File: src/rtl/systolic_pkg.sv
// Shared definitions for the systolic array and its bottom-row drain logic.
package systolic_pkg;

  localparam int DEF_NUM_COL = 4;
  localparam int DEF_BW_ACCU = 32;

  typedef logic signed [DEF_BW_ACCU-1:0] accu_t;

  function automatic int row_bits(input int num_col, input int bw_accu);
    return num_col * bw_accu;
  endfunction

endpackage

File: src/rtl/systolic_array_drain_if.sv
// Row-output valid/ready handshake carrying one deskewed array row.
interface systolic_array_drain_if
  import systolic_pkg::*;
#(
  parameter int NUM_COL = DEF_NUM_COL,
  parameter int BW_ACCU = DEF_BW_ACCU
);

  logic                                    out_valid;
  logic                                    out_ready;
  logic [row_bits(NUM_COL, BW_ACCU)-1:0]   out_data;

  modport master (output out_valid, output out_data, input out_ready);
  modport slave  (input out_valid, input out_data, output out_ready);

endinterface

File: src/rtl/drain_fifo.sv
// Synchronous row FIFO; the head row is presented combinationally and reads
// as zero while empty so the output is never undefined.
module drain_fifo #(
  parameter int WIDTH = 128,
  parameter int DEPTH = 8
) (
  input  logic                         clk,
  input  logic                         reset_n,
  input  logic                         push_i,
  input  logic                         pop_i,
  input  logic [WIDTH-1:0]             data_i,
  output logic [WIDTH-1:0]             data_o,
  output logic                         full_o,
  output logic                         empty_o,
  output logic [$clog2(DEPTH):0]       count_o
);

  localparam int AW = $clog2(DEPTH);
  localparam int CW = AW + 1;

  logic [WIDTH-1:0] mem_q [DEPTH];
  logic [AW-1:0]    wr_ptr_q, wr_ptr_d;
  logic [AW-1:0]    rd_ptr_q, rd_ptr_d;
  logic [CW-1:0]    count_q, count_d;
  logic             wr_en, rd_en;

  assign full_o  = (count_q == CW'(DEPTH));
  assign empty_o = (count_q == '0);
  assign count_o = count_q;

  // A push into a full FIFO is only accepted when a pop frees the slot.
  assign rd_en = pop_i & ~empty_o;
  assign wr_en = push_i & (~full_o | rd_en);

  always_comb begin
    wr_ptr_d = wr_ptr_q + AW'(wr_en);
    rd_ptr_d = rd_ptr_q + AW'(rd_en);
    count_d  = count_q;
    case ({wr_en, rd_en})
      2'b10:   count_d = count_q + CW'(1);
      2'b01:   count_d = count_q - CW'(1);
      default: count_d = count_q;
    endcase
  end

  always_ff @(posedge clk or negedge reset_n) begin
    if (!reset_n) begin
      wr_ptr_q <= '0;
      rd_ptr_q <= '0;
      count_q  <= '0;
    end else begin
      wr_ptr_q <= wr_ptr_d;
      rd_ptr_q <= rd_ptr_d;
      count_q  <= count_d;
    end
  end

  always_ff @(posedge clk) begin
    if (wr_en) begin
      mem_q[wr_ptr_q] <= data_i;
    end
  end

  assign data_o = empty_o ? '0 : mem_q[rd_ptr_q];

endmodule

File: src/rtl/systolic_array_drain.sv
// Deskews the skewed bottom-row outputs of a systolic array into whole rows,
// flags skew/overflow faults, and buffers rows toward a valid/ready consumer.
module systolic_array_drain
  import systolic_pkg::*;
#(
  parameter int NUM_COL    = DEF_NUM_COL,
  parameter int BW_ACCU    = DEF_BW_ACCU,
  parameter int FIFO_DEPTH = 8
) (
  input  logic                                  clk,
  input  logic                                  reset_n,
  input  logic                                  drain_enable,
  input  logic [NUM_COL-1:0]                    col_valid_in,
  input  logic [row_bits(NUM_COL, BW_ACCU)-1:0] col_data_in,
  systolic_array_drain_if.master                out_if,
  output logic                                  array_stall,
  output logic                                  skew_err,
  output logic                                  overflow_err,
  input  logic                                  clear_err,
  output logic [15:0]                           rows_drained
);

  localparam int RW = row_bits(NUM_COL, BW_ACCU);
  localparam int CW = $clog2(FIFO_DEPTH) + 1;
  localparam logic [CW-1:0] STALL_LVL = CW'(FIFO_DEPTH - NUM_COL);

  logic [NUM_COL-1:0] aligned_vld;
  logic [RW-1:0]      aligned_row;

  // Column c lags column 0 by c cycles, so it is delayed NUM_COL-1-c cycles.
  genvar gi;
  generate
    for (gi = 0; gi < NUM_COL; gi++) begin : g_col
      localparam int DEPTH = NUM_COL - 1 - gi;
      logic               vld_d;
      logic [BW_ACCU-1:0] dat_d;

      assign vld_d = col_valid_in[gi] & drain_enable;
      assign dat_d = col_data_in[gi*BW_ACCU +: BW_ACCU];

      if (DEPTH == 0) begin : g_pass
        assign aligned_vld[gi]                     = vld_d;
        assign aligned_row[gi*BW_ACCU +: BW_ACCU]  = dat_d;
      end else begin : g_dly
        logic               vld_q [DEPTH];
        logic [BW_ACCU-1:0] dat_q [DEPTH];

        always_ff @(posedge clk or negedge reset_n) begin
          if (!reset_n) begin
            for (int i = 0; i < DEPTH; i++) begin
              vld_q[i] <= 1'b0;
              dat_q[i] <= '0;
            end
          end else begin
            vld_q[0] <= vld_d;
            dat_q[0] <= dat_d;
            for (int i = 1; i < DEPTH; i++) begin
              vld_q[i] <= vld_q[i-1];
              dat_q[i] <= dat_q[i-1];
            end
          end
        end

        assign aligned_vld[gi]                    = vld_q[DEPTH-1];
        assign aligned_row[gi*BW_ACCU +: BW_ACCU] = dat_q[DEPTH-1];
      end
    end
  endgenerate

  logic          all_vld, any_vld, pop, push_ok, overflow_ev, skew_ev;
  logic          fifo_full, fifo_empty;
  logic [CW-1:0] fifo_count;

  assign all_vld     = &aligned_vld;
  assign any_vld     = |aligned_vld;
  assign pop         = out_if.out_valid & out_if.out_ready;
  assign push_ok     = all_vld & (~fifo_full | pop);
  assign overflow_ev = all_vld & fifo_full & ~pop;
  assign skew_ev     = any_vld & ~all_vld;

  drain_fifo #(
    .WIDTH (RW),
    .DEPTH (FIFO_DEPTH)
  ) u_fifo (
    .clk     (clk),
    .reset_n (reset_n),
    .push_i  (push_ok),
    .pop_i   (pop),
    .data_i  (aligned_row),
    .data_o  (out_if.out_data),
    .full_o  (fifo_full),
    .empty_o (fifo_empty),
    .count_o (fifo_count)
  );

  assign out_if.out_valid = ~fifo_empty;
  assign array_stall      = (fifo_count >= STALL_LVL);

  logic        skew_q, skew_d;
  logic        ovf_q, ovf_d;
  logic [15:0] rows_q, rows_d;

  // A new error event on the same edge as clear_err keeps the flag set.
  always_comb begin
    skew_d = skew_ev | (skew_q & ~clear_err);
    ovf_d  = overflow_ev | (ovf_q & ~clear_err);
    rows_d = push_ok ? rows_q + 16'd1 : rows_q;
  end

  always_ff @(posedge clk or negedge reset_n) begin
    if (!reset_n) begin
      skew_q <= 1'b0;
      ovf_q  <= 1'b0;
      rows_q <= '0;
    end else begin
      skew_q <= skew_d;
      ovf_q  <= ovf_d;
      rows_q <= rows_d;
    end
  end

  assign skew_err     = skew_q;
  assign overflow_err = ovf_q;
  assign rows_drained = rows_q;

endmodule

File: src/flat_wrapper.sv
// flat-port wrapper written by rule: the top's interface ports become plain ports
module systolic_array_drain_flat import systolic_pkg::*;
#(
  parameter int NUM_COL    = DEF_NUM_COL,
  parameter int BW_ACCU    = DEF_BW_ACCU,
  parameter int FIFO_DEPTH = 8
)
  (clk, reset_n, drain_enable, col_valid_in, col_data_in, array_stall, skew_err, overflow_err, clear_err, rows_drained, out_if_out_valid, out_if_out_data, out_if_out_ready);
  systolic_array_drain_if #(.NUM_COL(NUM_COL), .BW_ACCU(BW_ACCU)) out_if_i ();
  input  logic clk;
  input  logic reset_n;
  input  logic drain_enable;
  input  logic [NUM_COL-1:0] col_valid_in;
  input  logic [row_bits(NUM_COL, BW_ACCU)-1:0] col_data_in;
  output logic array_stall;
  output logic skew_err;
  output logic overflow_err;
  input  logic clear_err;
  output logic [15:0] rows_drained;
  output wire logic [$bits(out_if_i.out_valid)-1:0] out_if_out_valid;
  output wire logic [$bits(out_if_i.out_data)-1:0] out_if_out_data;
  input wire logic [$bits(out_if_i.out_ready)-1:0] out_if_out_ready;
  assign out_if_out_valid = out_if_i.out_valid;
  assign out_if_out_data = out_if_i.out_data;
  assign out_if_i.out_ready = out_if_out_ready;
  systolic_array_drain #(.NUM_COL(NUM_COL), .BW_ACCU(BW_ACCU), .FIFO_DEPTH(FIFO_DEPTH)) u_core (.clk(clk), .reset_n(reset_n), .drain_enable(drain_enable), .col_valid_in(col_valid_in), .col_data_in(col_data_in), .out_if(out_if_i), .array_stall(array_stall), .skew_err(skew_err), .overflow_err(overflow_err), .clear_err(clear_err), .rows_drained(rows_drained));
endmodule
File: config.mk
export PLATFORM = sky130hd
export DESIGN_NAME = systolic_array_drain_flat
export DESIGN_NICKNAME = d
export VERILOG_FILES = /design/src/rtl/systolic_pkg.sv /design/src/rtl/systolic_array_drain_if.sv /design/src/rtl/drain_fifo.sv /design/src/rtl/systolic_array_drain.sv /design/src/flat_wrapper.sv
export SDC_FILE = /design/constraint.sdc
export NUM_CORES = 1
export LEC_CHECK = 0
export ABC_AREA = 1
export ABC_CLOCK_PERIOD_IN_PS = 16800
export CAP_MARGIN = 20
export CORE_MARGIN = 1.5
export CORE_UTILIZATION = 41
export CTS_BUF_LIST = sky130_fd_sc_hd__clkbuf_8 sky130_fd_sc_hd__clkbuf_16
export CTS_CLUSTER_DIAMETER = 60
export DETAILED_ROUTE_END_ITERATION = 6
export SETUP_SLACK_MARGIN = 0.2
export SYNTH_ARGS = -nofsm -noshare
export SYNTH_HDL_FRONTEND = slang
export SYNTH_SLANG_ARGS = --single-unit
File: constraint.sdc
create_clock -name clk -period 16.8 [get_ports clk]
set_input_delay 3.36 -clock clk [delete_from_list [all_inputs] [get_ports clk]]
set_output_delay 3.36 -clock clk [all_outputs]
set_load 0.005 [all_outputs]
==> flow_summary.ini <==
[synthesis]
most_common_flop_cell_mapped_by_yosys = sky130_fd_sc_hd__edfxtp_1
synth-warning-count = 0
synth_net_count = 3586
synth-async-reset-ratio_pct = 18.1
mappedNetlistArea_um2 = 46400
postSynthCellCount = 3441
synth_seq_cells = 1250
yosysSeqAreaShare_pct = 78.4
post_synth.cell_area_avg_um2 = 13.5
synth-edff-count = 1024
distinct_cell_type_count_of_the_synthesized_netlist = 27

[worst_setup_path]
slowest_delay_ns = 0.89
critical-path-top-cell-by-count = sky130_fd_sc_hd__buf_4
critical_path.endpoint_type = output pin
crit_arrival_ns = 5.44
worstPathRequired_ns = 13.44
worst-path-buf-inv = 4
critical_path.cell_chain = buf_4, buf_4, buf_4, o21ai_0, o22ai_1, nor2_1, nor2_1, clkdlybuf4s50_1
path_max_fanout = 97
timing.critical_path.from_type = flop
critical-path-top-delay-family = buffers and inverters
worst-setup-path-type = reg2out
cpMaxStageDelayCell = sky130_fd_sc_hd__buf_4

[cts]
cts-htree-levels = 4
ctsResizeCount = 0
clk-insertion-delay-late_ns = 0.74
tritoncts = done
cts.clk_slew.worst_paths_ns = 0.06
postCtsSetupRepairBufs = 0
tritoncts_num_sinks = 1250
cts.path.max_buffers = 3
tritoncts.num_buffers = 135
cts.hold.buffers_added = 0
ctsRootBufferMaster = sky130_fd_sc_hd__clkbuf_16

[die]
pin_count = 285
die_y_um = 340
die-area_um2 = 115000
placeableCoreArea_um2 = 112000
row_count = 123
die_width_um = 340
floorplan.initialDensity_pct = 41.3

[timing]
fin_worst_hold_slack_ns = 0.340
min_period_ns = 8.80
period_share_pct = 52.4
slew_headroom_pct = 17.7
timing.setup.tns_ns = 0
hold_viol_final = 0
setup_repair_after_global_routing_missed_its_margin = no
finalSetupViolations = 0
finalMaxSlewViolations = 0
maxClockFrequency_mhz = 114
tightestPinTransition_ns = 1.23
timing.clock.skew_ns = 0.0218

[run]
cap_viol_max_count = 0

[global_routing]
antenna_found_initial = 4
globalRouteMet1Util_pct = 26.2
grt.busiest_layer = met2
grt_overflow_total = 0
grt_pass1_wl_mm = 164
gr-usage-met2_pct = 29.5
global_route.usage.met3_pct = 3.26
grt_pass1_vias = 27467
maximum_number_of_pins_on_one_net_before_global_route_repair = 229
gr-usage-all-layers_pct = 18.5

[route]
postRouteAntennaNets = 0
drc_errors = 0
wire_per_inst_um = 20.2
first_pass_iters = 5
via_per_inst = 5.18
drtIter0Drc = 2307
num_vias = 27466
routed_wirelength_mm = 107

[place]
finalWeightedCongestion = 0.750
placedInstanceArea_um2 = 50600
dp_hpwl_mm = 53.2
io_buffers = 284

[finish]
finalCoreUtilization_pct = 49.0
area_growth_pct = 18.6
layout_commonest_cell = sky130_fd_sc_hd__edfxtp_1
layout.nets = 3835
post_route_cells_drive_above_1_share_pct = 6.77
finalInstanceArea_um2 = 55100
layout.cells.most_common_list = 1024 x sky130_fd_sc_hd__edfxtp_1, 921 x sky130_fd_sc_hd__nor2_1, 450 x sky130_fd_sc_hd__o21ai_0

[power]
report.power.total_mw = 9.23
power.density_nw_per_um2 = 168
max-vdd-ir-drop_uv = 151
power.static_leakage_nw = 19.2

[status]
status = finished, final reports clean

[min_path]
hp-class = reg2reg
-- worst paths after layout --
path / start / end / slack [ns] / depth (start not counted)
hold reg to reg: u_core.g_col[0].g_dly.dat_q[95] / u_core.g_col[0].g_dly.dat_q[63] / 0.34 / 0
max in group asynchronous: reset_n / u_core.u_fifo.rd_ptr_q[0] / 12.54 / 2
setup reg to reg: u_core.u_fifo.count_o[2] / u_core.u_fifo.mem_q[7][71] / 12.76 / 8
setup / recovery: u_core.u_fifo.rd_ptr_q[1] / out_if_out_data[33] / 8.00 / 8
hold / removal: u_core.g_col[0].g_dly.dat_q[95] / u_core.g_col[0].g_dly.dat_q[63] / 0.34 / 0
min in group asynchronous: reset_n / u_core.g_col[1].g_dly.dat_q[53] / 2.65 / 1
-- area by class of cell --
cell class / instances / area (um^2)
tap: 1500 / 1880
timing repair buffer: 327 / 3210
sequential: 1250 / 36400
antenna: 4 / 10.0
fill: 9697 / 57300
multi-input combinational: 1944 / 8990
clock buffer: 149 / 3600
inverter: 32 / 139
clock inverter: 96 / 826
-- synth_stat cells (20+ instances only) --
| cell | instances | area [um^2] |
|---|---|---|
| sky130_fd_sc_hd__nand2_1 | 198 | 743 |
| sky130_fd_sc_hd__dfrtp_1 | 226 | 5660 |
| sky130_fd_sc_hd__nor2_1 | 925 | 3470 |
| sky130_fd_sc_hd__inv_1 | 30 | 113 |
| sky130_fd_sc_hd__buf_2 | 63 | 315 |
| sky130_fd_sc_hd__o211ai_1 | 128 | 961 |
| sky130_fd_sc_hd__edfxtp_1 | 1024 | 30700 |
| sky130_fd_sc_hd__buf_1 | 20 | 75.1 |
| sky130_fd_sc_hd__o21ai_1 | 67 | 335 |
| sky130_fd_sc_hd__clkbuf_1 | 118 | 443 |
| sky130_fd_sc_hd__o22ai_1 | 130 | 813 |
| sky130_fd_sc_hd__o21ai_0 | 450 | 2250 |
-- per-layer routing --
layer	vias up	routed length, um
met5	-	24
met4	4	2040
met3	150	5400
met2	695	50200
met1	13750	49500
li1	12867	-
-- logic make-up after synthesis --
kind of cell	count (synthesis)	share of synthesized area [%]
and+or+nand+nor	1146	9.36
AOI/OAI and AO/OA	777	9.42
DFF	1250	78.4
xor gates and xnor gates	13	0.245
buffers and inverters	247	2.36
adders and majority gates	8	0.216
-- state kept, by name (all words and copies together), names as in the netlist --
signal,flops
u_core.g_col.g_dly.dat_q,128
u_core.u_fifo.mem_q,1024
u_core.skew_err,1
u_core.overflow_err,1
u_core.aligned_vld,2
u_core.u_fifo.count_o,4
u_core.rows_drained,16
u_core.g_col.g_dly.vld_q,4
u_core.aligned_row,64
u_core.u_fifo.rd_ptr_q,3
u_core.u_fifo.wr_ptr_q,3
-- per-stage QoR --
stage,instances,worst slack (ns)
after detailed placement,5053,8.74
after global placement,5053,8.78
after global routing,5299,7.64
after floorplan,3441,3.41
final,5302,8.00
after CTS,5298,7.91
-- where the power goes --
group / internal [mW] / leakage (nW) / switching, mW
logic: 1.14 / 5.04 / 1.67
registers: 3.39 / 11.9 / 0.107
clock network: 1.71 / 2.30 / 1.20
(Power assumes the default switching activity.)
